**config.mk**
```make
export PLATFORM = sky130hd
export DESIGN_NAME = dcache_ctrl
export DESIGN_NICKNAME = d
export VERILOG_FILES = /design/src/rtl/dcache_pkg.sv /design/src/rtl/dcache_lru.sv /design/src/rtl/dcache_ctrl.sv
export SDC_FILE = /design/constraint.sdc
export NUM_CORES = 1
export LEC_CHECK = 0
export CAP_MARGIN = 0
export CORE_AREA = 8 8 474 476
export CTS_CLUSTER_DIAMETER = 50
export DETAILED_ROUTE_END_ITERATION = 8
export DIE_AREA = 0 0 482 484
export PLACE_DENSITY = 0.52
export SYNTH_ARGS = -nofsm -noshare
export SYNTH_HDL_FRONTEND = slang
export SYNTH_SLANG_ARGS = --single-unit
```
**constraint.sdc**
```tcl
create_clock -name clk_i -period 36.9 [get_ports clk_i]
set_clock_uncertainty 0.2 [all_clocks]
set_input_delay 9.225 -clock clk_i [delete_from_list [all_inputs] [get_ports clk_i]]
set_output_delay 9.225 -clock clk_i [all_outputs]
set_load 0.05 [all_outputs]
```
**src/rtl/dcache_pkg.sv**
```systemverilog
// Shared types, field positions and address helpers for the 2-way data cache controller.
package dcache_pkg;

    localparam int TAG_W     = 23;
    localparam int IDX_W     = 4;
    localparam int LINE_W    = 256;
    localparam int SETS      = 16;
    localparam int VALID_BIT = 24;
    localparam int DIRTY_BIT = 23;

    typedef enum logic [1:0] {
        IDLE   = 2'd0,
        WB     = 2'd1,
        FETCH  = 2'd2,
        REFILL = 2'd3
    } state_t;

    function automatic logic [TAG_W-1:0] addr_tag(input logic [31:0] addr);
        return TAG_W'(addr >> 9);
    endfunction

    function automatic logic [IDX_W-1:0] addr_idx(input logic [31:0] addr);
        return IDX_W'(addr >> 5);
    endfunction

    function automatic logic [2:0] addr_word(input logic [31:0] addr);
        return 3'(addr >> 2);
    endfunction

    function automatic logic [31:0] line_addr(input logic [TAG_W-1:0] tag,
                                              input logic [IDX_W-1:0] idx);
        return {tag, idx, 5'b0};
    endfunction

    function automatic logic [31:0] get_word(input logic [LINE_W-1:0] line,
                                             input logic [2:0] word);
        return line[{word, 5'b0} +: 32];
    endfunction

    function automatic logic [LINE_W-1:0] put_word(input logic [LINE_W-1:0] line,
                                                   input logic [2:0] word,
                                                   input logic [31:0] data);
        logic [LINE_W-1:0] merged;
        merged = line;
        merged[{word, 5'b0} +: 32] = data;
        return merged;
    endfunction

endpackage

```
**src/rtl/dcache_lru.sv**
```systemverilog
// Per-set LRU bit array: each bit names the way to evict next in its set.
module dcache_lru
    import dcache_pkg::*;
(
    input  logic             clk,
    input  logic             rst,
    input  logic             upd_en,
    input  logic [IDX_W-1:0] upd_set,
    input  logic             used_way,
    input  logic [IDX_W-1:0] rd_set,
    output logic             victim
);

    logic [SETS-1:0] lru;

    always_ff @(posedge clk or posedge rst) begin
        if (rst) begin
            lru <= '0;
        end else if (upd_en) begin
            lru[upd_set] <= ~used_way;
        end
    end

    assign victim = lru[rd_set];

endmodule

```
**src/rtl/dcache_ctrl.sv**
```systemverilog
// Write-back, write-allocate controller for a 2-way, 16-set data cache.
// Optional DCACHE_STATS_EN adds saturating hit/miss counters.
module dcache_ctrl
    import dcache_pkg::*;
(
    input  logic                clk_i,
    input  logic                rst_i,
    input  logic                cpu_req_i,
    input  logic                cpu_write_i,
    input  logic [31:0]         cpu_addr_i,
    input  logic [31:0]         cpu_data_i,
    output logic [31:0]         cpu_data_o,
    output logic                cpu_stall_o,
    output logic                sram_enable_o,
    output logic                sram_write_o,
    output logic                sram_way_o,
    output logic [IDX_W-1:0]    sram_addr_o,
    output logic [TAG_W+1:0]    sram_tag_o,
    output logic [LINE_W-1:0]   sram_data_o,
    input  logic [TAG_W+1:0]    sram_tag_i,
    input  logic [LINE_W-1:0]   sram_data_i,
    input  logic                sram_hit_i,
    output logic                mem_enable_o,
    output logic                mem_write_o,
    output logic [31:0]         mem_addr_o,
    output logic [LINE_W-1:0]   mem_data_o,
    input  logic [LINE_W-1:0]   mem_data_i,
    input  logic                mem_ack_i
`ifdef DCACHE_STATS_EN
    ,
    output logic [31:0]         stat_hit_o,
    output logic [31:0]         stat_miss_o
`endif
);

    state_t             state;
    logic [TAG_W-1:0]   tag_q;
    logic [IDX_W-1:0]   set_q;
    logic               way_q;
    logic [LINE_W-1:0]  wb_line_q;
    logic [LINE_W-1:0]  fill_line_q;

    logic [TAG_W-1:0]   req_tag;
    logic [IDX_W-1:0]   req_set;
    logic [2:0]         req_word;
    logic               lookup;
    logic               hit;
    logic               miss;
    logic               hit_way;
    logic               victim;
    logic               victim_dirty;

    // Tag shadow lets the controller name the hit way; its valid bits are
    // assumed to clear together with the tag SRAM's on reset.
    logic [TAG_W-1:0]   shadow_tag [2][SETS];
    logic [SETS-1:0]    shadow_vld [2];

    assign req_tag      = addr_tag(cpu_addr_i);
    assign req_set      = addr_idx(cpu_addr_i);
    assign req_word     = addr_word(cpu_addr_i);
    assign lookup       = (state == IDLE) && cpu_req_i;
    assign hit          = lookup && sram_hit_i;
    assign miss         = lookup && !sram_hit_i;
    assign hit_way      = shadow_vld[1][req_set] && (shadow_tag[1][req_set] == req_tag);
    assign victim_dirty = sram_tag_i[VALID_BIT] && sram_tag_i[DIRTY_BIT];

    dcache_lru u_lru (
        .clk      (clk_i),
        .rst      (rst_i),
        .upd_en   (hit || (state == REFILL)),
        .upd_set  ((state == REFILL) ? set_q : req_set),
        .used_way ((state == REFILL) ? way_q : hit_way),
        .rd_set   (req_set),
        .victim   (victim)
    );

    always_ff @(posedge clk_i or posedge rst_i) begin
        if (rst_i) begin
            state        <= IDLE;
            mem_enable_o <= 1'b0;
            mem_write_o  <= 1'b0;
            mem_addr_o   <= '0;
        end else begin
            case (state)
                IDLE: begin
                    if (miss) begin
                        state        <= victim_dirty ? WB : FETCH;
                        mem_enable_o <= 1'b1;
                        mem_write_o  <= victim_dirty;
                        mem_addr_o   <= victim_dirty ? line_addr(sram_tag_i[TAG_W-1:0], req_set)
                                                     : line_addr(req_tag, req_set);
                    end
                end
                WB: begin
                    if (mem_ack_i) begin
                        state       <= FETCH;
                        mem_write_o <= 1'b0;
                        mem_addr_o  <= line_addr(tag_q, set_q);
                    end
                end
                FETCH: begin
                    if (mem_ack_i) begin
                        state        <= REFILL;
                        mem_enable_o <= 1'b0;
                        mem_addr_o   <= '0;
                    end
                end
                default: begin
                    state <= IDLE;
                end
            endcase
        end
    end

    // Miss context is captured once at detect so CPU-side changes cannot disturb it.
    always_ff @(posedge clk_i) begin
        if (miss) begin
            tag_q     <= req_tag;
            set_q     <= req_set;
            way_q     <= victim;
            wb_line_q <= sram_data_i;
        end
        if ((state == FETCH) && mem_ack_i) begin
            fill_line_q <= mem_data_i;
        end
        if (state == REFILL) begin
            shadow_tag[way_q][set_q] <= tag_q;
        end
    end

    always_ff @(posedge clk_i or posedge rst_i) begin
        if (rst_i) begin
            shadow_vld[0] <= '0;
            shadow_vld[1] <= '0;
        end else if (state == REFILL) begin
            shadow_vld[way_q][set_q] <= 1'b1;
        end
    end

    assign sram_enable_o = (state != IDLE) || cpu_req_i;
    assign sram_addr_o   = (state == IDLE) ? (cpu_req_i ? req_set : '0) : set_q;
    assign sram_tag_o    = (state == IDLE) ? (cpu_req_i ? {1'b1, cpu_write_i, req_tag} : '0)
                                           : {1'b1, 1'b0, tag_q};
    assign sram_way_o    = (state == IDLE) ? (cpu_req_i && (sram_hit_i ? hit_way : victim))
                                           : way_q;
    assign mem_data_o    = mem_write_o ? wb_line_q : '0;

    always_comb begin
        cpu_stall_o  = 1'b0;
        cpu_data_o   = '0;
        sram_write_o = 1'b0;
        sram_data_o  = '0;
        if (state == IDLE) begin
            if (cpu_req_i) begin
                if (!sram_hit_i) begin
                    cpu_stall_o = 1'b1;
                end else if (cpu_write_i) begin
                    sram_write_o = 1'b1;
                    sram_data_o  = put_word(sram_data_i, req_word, cpu_data_i);
                end else begin
                    cpu_data_o = get_word(sram_data_i, req_word);
                end
            end
        end else begin
            cpu_stall_o = 1'b1;
            if (state == REFILL) begin
                sram_write_o = 1'b1;
                sram_data_o  = fill_line_q;
            end
        end
    end

`ifdef DCACHE_STATS_EN
    logic relookup_q;

    // The hit that completes a refilled miss is not a first-try hit.
    always_ff @(posedge clk_i or posedge rst_i) begin
        if (rst_i) begin
            stat_hit_o  <= '0;
            stat_miss_o <= '0;
            relookup_q  <= 1'b0;
        end else begin
            if (state == REFILL) begin
                relookup_q <= 1'b1;
            end else if (hit) begin
                relookup_q <= 1'b0;
            end
            if (hit && !relookup_q && (stat_hit_o != '1)) begin
                stat_hit_o <= stat_hit_o + 32'd1;
            end
            if (miss && (stat_miss_o != '1)) begin
                stat_miss_o <= stat_miss_o + 32'd1;
            end
        end
    end
`endif

endmodule

```
Word-level counts from Yosys, hierarchy flattened
Memory sizes are Yosys's and may differ from the RTL's.
Cells that the tools add are included.
{"block": "totals", "reg_bits": 624, "mem_bits_rw": 736, "inputBits": 607, "out_inout_bits": 611, "elab_cells": 121, "mem_count": 1}
{"memory": "shadow_tag", "words": 2, "width": 368, "read_ports": 1, "rd_ports_with_merged_regs": 0, "write_ports": 1, "line_no": "dcache_ctrl.sv:55", "rtl": "logic [TAG_W-1:0] shadow_tag [2][SETS];"}
{"block": "op_classes", "n_addsub": 1, "n_lt_le_gt_ge": 10, "n_eq_ne": 7, "n_shift": 3, "muxes": 59, "bitwise": 5, "n_reduce_logical": 23}
{"cell": "2-to-1 mux 256 bit", "count": 6}
{"cell": "2-to-1 mux 368 bit", "count": 1}
{"cell": "bitwise mux 256 bit", "count": 1}
{"cell": "2-to-1 mux 32 bit", "count": 8}
{"cell": "variable shift 32 x 10 -> 256 bit, first input constant", "count": 1}
{"cell": "indexed part select 256 x 9 -> 32 bit", "count": 1}
{"cell": "indexed part select 32 x 10 -> 256 bit", "count": 1}
{"cell": "case mux 32 bit (3 select lines)", "count": 1}
{"cell": "binary-select mux 23 bit (select 4 bit)", "count": 1}
{"cell": "demux 23 bit (select 4 bit)", "count": 1}
{"cell": "2-to-1 mux 23 bit", "count": 3}
{"cell": "2-to-1 mux 25 bit", "count": 2}
{"cell": "OR 32 bit", "count": 1}
{"cell": "== test 23 bit", "count": 1}
{"cell": "2-to-1 mux 1 bit", "count": 18}
{"cell": "bitwise mux 16 bit", "count": 1}
{"cell": "demux 16 bit (select 1 bit)", "count": 1}
{"cell": "2-to-1 mux 16 bit", "count": 1}
{"cell": "< comparator 4 x 5 -> 1 bit, second input constant", "count": 3}
{"cell": "2-to-1 mux 4 bit", "count": 3}
{"cell": "logical AND 1 bit", "count": 11}
{"cell": ">= comparator 5 bit, second input constant", "count": 2}
{"cell": "negation 8 -> 10 bit", "count": 1}
{"cell": "NOT 4 -> 5 bit", "count": 2}
{"cell": "other kinds (21)", "count": 36}

Logic depth before layout (Yosys ltp)
{"block": "depth", "word_depth": 9, "depth_mapped": 12, "depth_no_buf": 9}

Modules after synthesis
A second synthesis with hierarchy kept.
{"block": "hier_totals", "cells_unflattened": 3376, "hier_area_um2": 44021.0}
{"mod": "dcache_ctrl", "instances": 1, "cells_per_inst": 3306, "area_per_inst_um2": 43185.2, "seq_area_each_um2": 28442.3}
{"mod": "dcache_lru", "instances": 1, "cells_per_inst": 70, "area_per_inst_um2": 835.8, "seq_area_each_um2": 400.4}

Worst setup path before layout
No wires, ideal clock.
{"block": "synth_timing", "path_type": "input to output", "startpoint": "input cpu_req_i", "endpoint": "output sram_way_o", "arrival_ns": 22.697, "required_ns": 27.475, "path_slack_ns": 4.778, "stages": 5, "path_buffers": 0, "cell_sequence": "and2_1 nor2b_1 nand2_1 o21ai_0 a41o_1"}
{"block": "synth_between", "elab_chain_cells": 2}
{"item": "start: declaration", "line_no": "dcache_ctrl.sv:8", "rtl": "input logic cpu_req_i,"}
{"item": "logical AND 1 bit", "line_no": "dcache_ctrl.sv:144", "rtl": "assign sram_way_o = (state == IDLE) ? (cpu_req_i && (sram_hit_i ? hit_way : victim))"}
{"item": "2-to-1 mux 1 bit", "line_no": "dcache_ctrl.sv:144"}
{"item": "end: declaration", "line_no": "dcache_ctrl.sv:16", "rtl": "output logic sram_way_o,"}
Every way passes these cells.

Final worst setup path
{"block": "layout_timing", "startpoint": "input cpu_addr_i[5]", "endpoint": "output sram_way_o"}
{"block": "layout_between", "elab_chain_cells": 9, "elab_cells_between_ends": 13, "classes_between": "eq/ne: 1; mux: 9; bitwise: 1; reduce/logical: 2"}
{"item": "start: declaration", "line_no": "dcache_ctrl.sv:10", "rtl": "input logic [31:0] cpu_addr_i,"}
{"item": "NOT 4 -> 5 bit (not written as such)", "line_no": "dcache_ctrl.sv:64", "rtl": "assign hit_way = shadow_vld[1][req_set] && (shadow_tag[1][req_set] == req_tag);"}
{"item": "binary-select mux 23 bit (select 4 bit)", "line_no": "dcache_ctrl.sv:64"}
{"item": "2-to-1 mux 23 bit (not written as such) (2 in series)", "line_no": "dcache_ctrl.sv:64"}
{"item": "== test 23 bit", "line_no": "dcache_ctrl.sv:64"}
{"item": "logical AND 1 bit", "line_no": "dcache_ctrl.sv:64"}
{"item": "2-to-1 mux 1 bit *", "line_no": "dcache_ctrl.sv:144"}
{"item": "logical AND 1 bit *", "line_no": "dcache_ctrl.sv:144"}
{"item": "2-to-1 mux 1 bit *", "line_no": "dcache_ctrl.sv:144"}
Mark *: on every way between the ends. The rest lies on a longest branch, timed or not. The select of a mux whose other input is x is not followed.

==> summary.txt <==
=================================================================================
Outcome                                                              complete, no violations
DRT Pass-1 Iters                                                                5
Number of clock sinks                                                         971
Remaining global-route overflow                                                 0
Number of max-slew violations in the final report                               0
Endpoint of the worst register-to-register path                      wb_line_q[201]$_DFFE_PP_
Setup bufs post-CTS                                                             0
Mean cell area of the mapped netlist                                    14.1 um^2
Launching element of the worst setup path                            cpu_addr_i[5]
Seq cells post-synth                                                          971
Clock slew seen by the registers of the worst setup and hold paths        0.06 ns
Die height                                                                 484 um
Setup repair after global routing missed its margin                         false
Worst min-delay path endpoint                                        shadow_vld[2]$_DFFE_PP0P_
Final setup vio count                                                           0
Fin. Hold Viols                                                                 0
Number of buffers inserted by port buffering                                 1210
Peak VDD IR                                                           0.0000464 V
Arrival time reported for the critical path endpoint                     14.97 ns
Depth of the most critical reg-to-reg path                                      8
FMAX                                                                   0.0410 GHz
Transition time of the tightest slew-check pin                            1.20 ns
Pin count of the biggest net entering global routing                           99
Worst EP required                                                        27.47 ns
Synth-to-Final Area Change                                                  47.2%
Post-CTS Hold Fix Bufs                                                          0
Post-layout utilization of the core                                         0.295
Number of enable-type register cells in the synthesized netlist               908
Register area share after synthesis                                         0.661
# H-tree levels                                                                 4
Iteration-0 DRC Markers                                                      3328
Reg-to-reg critical path startpoint                                  state[1]$_DFFE_PP0P_
Maximum buffer depth of the clock tree                                          3
Launch point of the worst hold path                                  shadow_vld[2]$_DFFE_PP0P_
# resized after CTS                                                             0
Most common flop cell mapped by yosys                                sky130_fd_sc_hd__edfxtp_1
Number of antenna violations at the first check in global routing              98
Post-synthesis async set-or-reset flop share                               0.0649
CTS Buf Count                                                                 147
WL per Instance                                                           37.2 um
Final routed DRC violation total                                                0
Routed wire length                                                      272000 um
Number of cells on the worst hold path                                          1
Via count                                                                   33600
Area enclosed by the die boundary                                     233000 um^2
Post-route antenna net violation count                                          0
Post-route minimum period                                                24.39 ns
TritonCTS clock tree                                                        built
# rows                                                                        172
Crit start category                                                  primary input
Vias in the first global route                                              33700
Synthesized cell area                                                  43600 um^2
Chip Width                                                                 482 um
Synthesized instance count                                                   3082
Layout cells sized above 1                                                  0.116
Floorplan core area                                                   218000 um^2
Half-perimeter wire length of the detailed placement result             211000 um
Number of warnings issued by yosys                                              0
Clock latency at the later pin of the worst-skew pair                     0.82 ns
Ratio of total power to cell area                                    71.2 nW/um^2
Leakage                                                                   21.8 nW
Routed via count divided by cell count                                       4.60
Classification of the worst-slack hold path                          flip-flop to flip-flop
Max Fanout on Critical Path                                                    49
Slack of the worst reg-to-reg path                                       30.96 ns
IO Pins                                                                      1218
Final period utilization                                                    0.661
Kind of capture point of the worst setup path                        primary output
Effective utilization at floorplan                                          0.200
Final total negative setup slack                                             0 ns
Routability congestion estimate from global placement                       0.959
Worst setup path category                                            primary input to primary output
Synth unique cells                                                             57
First-pass GRT wire length                                              347000 um
Number of nets in the final layout                                           4887
Number of max-capacitance violations reported                                   0
Aggregate global-route resource usage                                       0.223
Buffer cell driving the clock tree root                              sky130_fd_sc_hd__clkbuf_16
Normalized max-slew margin                                                  0.198
=================================================================================
cells in the mapped netlist, types with 11 or more instances:
cell type	instances	area (um^2)
sky130_fd_sc_hd__a21oi_1	87	435
sky130_fd_sc_hd__a221oi_1	11	96.3
sky130_fd_sc_hd__a22oi_1	18	135
sky130_fd_sc_hd__a31oi_1	17	106
sky130_fd_sc_hd__and2_1	263	1650
sky130_fd_sc_hd__buf_1	25	93.8
sky130_fd_sc_hd__buf_4	13	97.6
sky130_fd_sc_hd__clkbuf_1	193	724
sky130_fd_sc_hd__dfrtp_1	63	1580
sky130_fd_sc_hd__edfxtp_1	908	27300
sky130_fd_sc_hd__inv_1	38	143
sky130_fd_sc_hd__mux2i_1	315	3150
sky130_fd_sc_hd__mux4_2	149	3360
sky130_fd_sc_hd__nand2_1	435	1630
sky130_fd_sc_hd__nand3_1	32	160
sky130_fd_sc_hd__nor2_1	41	154
sky130_fd_sc_hd__o21ai_0	317	1590
sky130_fd_sc_hd__or2_2	20	125
layout make-up:
type,count,area (um^2)
clock buffers,172,3800
clock inverters,99,1390
multi-input cells,1828,13600
repair buffers,1286,12700
well taps,2871,3590
inverters,39,146
flip-flops and latches,971,28800
fillers,22100,154000
diodes,40,100
per-layer routing:
metal,routed length (um),vias up,GRT usage
met1,95200,17500,0.239
li1,-,14000,-
met3,26300,461,0.0873
met2,134000,1698,0.385
met4,15700,60,0.104
met5,383,-,0
stage by stage:
step | hold slack, ns | instances | instance area, um^2 | setup WS, ns | total power (W)
2_1_floorplan | 0.234 | 3086 | 43600 | 4.78 | 0.00238
3_3_place_gp | 0.246 | 6995 | 58900 | 12.39 | 0.00313
3_5_place_dp | 0.251 | 6995 | 58900 | 12.43 | 0.00313
4_1_cts | 0.267 | 7266 | 64100 | 12.38 | 0.00462
5_1_grt | 0.279 | 7279 | 64100 | 12.03 | 0.00471
6_report | 0.264 | 7306 | 64200 | 12.51 | 0.00457
report_power, final:
| part | internal [W] | switching (W) |
|---|---|---|
| clock | 0.000879 | 0.000590 |
| combinational | 0.000467 | 0.00123 |
| sequential | 0.00134 | 0.0000570 |
layout by cell type (no fill, tap or decap), types with 22 or more instances in the layout:
| cell type | n |
|---|---|
| sky130_fd_sc_hd__edfxtp_1 | 908 |
| sky130_fd_sc_hd__buf_4 | 81 |
| sky130_fd_sc_hd__nand2_1 | 432 |
| sky130_fd_sc_hd__nor2_1 | 40 |
| sky130_fd_sc_hd__clkbuf_16 | 147 |
| sky130_fd_sc_hd__a21oi_1 | 87 |
| sky130_fd_sc_hd__mux2i_1 | 315 |
| sky130_fd_sc_hd__dfrtp_1 | 62 |
| sky130_fd_sc_hd__and2_1 | 261 |
| sky130_fd_sc_hd__inv_1 | 36 |
| sky130_fd_sc_hd__nand3_1 | 32 |
| sky130_fd_sc_hd__diode_2 | 40 |
| sky130_fd_sc_hd__clkdlybuf4s50_1 | 1200 |
| sky130_fd_sc_hd__mux4_2 | 149 |
| sky130_fd_sc_hd__clkbuf_1 | 22 |
| sky130_fd_sc_hd__o21ai_0 | 317 |
critical path, stage by stage:
cell and delay, ns:
sky130_fd_sc_hd__buf_6 0.51, sky130_fd_sc_hd__buf_4 0.71, sky130_fd_sc_hd__buf_4 0.76, sky130_fd_sc_hd__mux4_2 0.59, sky130_fd_sc_hd__a22oi_1 0.26, sky130_fd_sc_hd__a21oi_1 0.10, sky130_fd_sc_hd__a2111oi_0 0.39, sky130_fd_sc_hd__nand4_1 0.25
sky130_fd_sc_hd__a211oi_4 0.81, sky130_fd_sc_hd__a41o_1 0.30, sky130_fd_sc_hd__clkdlybuf4s50_1 0.88
flip-flops by register name, summed over array words and instances (netlist names):
signal / flops
shadow_tag: 368
tag_q: 23
way_q: 1
mem_enable_o: 1
fill_line_q: 256
u_lru.lru: 16
set_q: 4
mem_write_o: 1
wb_line_q: 256
state: 2
mem_addr_o: 27
shadow_vld: 16
worst max path at each step:
stage | to | slack, ns | depth (start not counted)
final | sram_way_o | 12.51 | 11
after global routing | sram_way_o | 12.03 | 11
after CTS | sram_way_o | 12.38 | 11
after detailed placement | sram_way_o | 12.43 | 11
after global placement | sram_way_o | 12.39 | 11
after floorplan | sram_way_o | 4.78 | 5
kinds of logic after synthesis:
| group | Yosys count | synth area share |
|---|---|---|
| DFF | 971 | 0.661 |
| and+or+nand+nor | 841 | 0.0929 |
| AOI/OAI and AO/OA | 495 | 0.0633 |
| muxes | 466 | 0.150 |
| buffers and inverters | 287 | 0.0276 |
| xor gates and xnor gates | 14 | 0.00281 |
| adders and majority gates | 7 | 0.00201 |
| other | 1 | 0.0000860 |
Note: power is estimated with default switching activity, not from simulation.
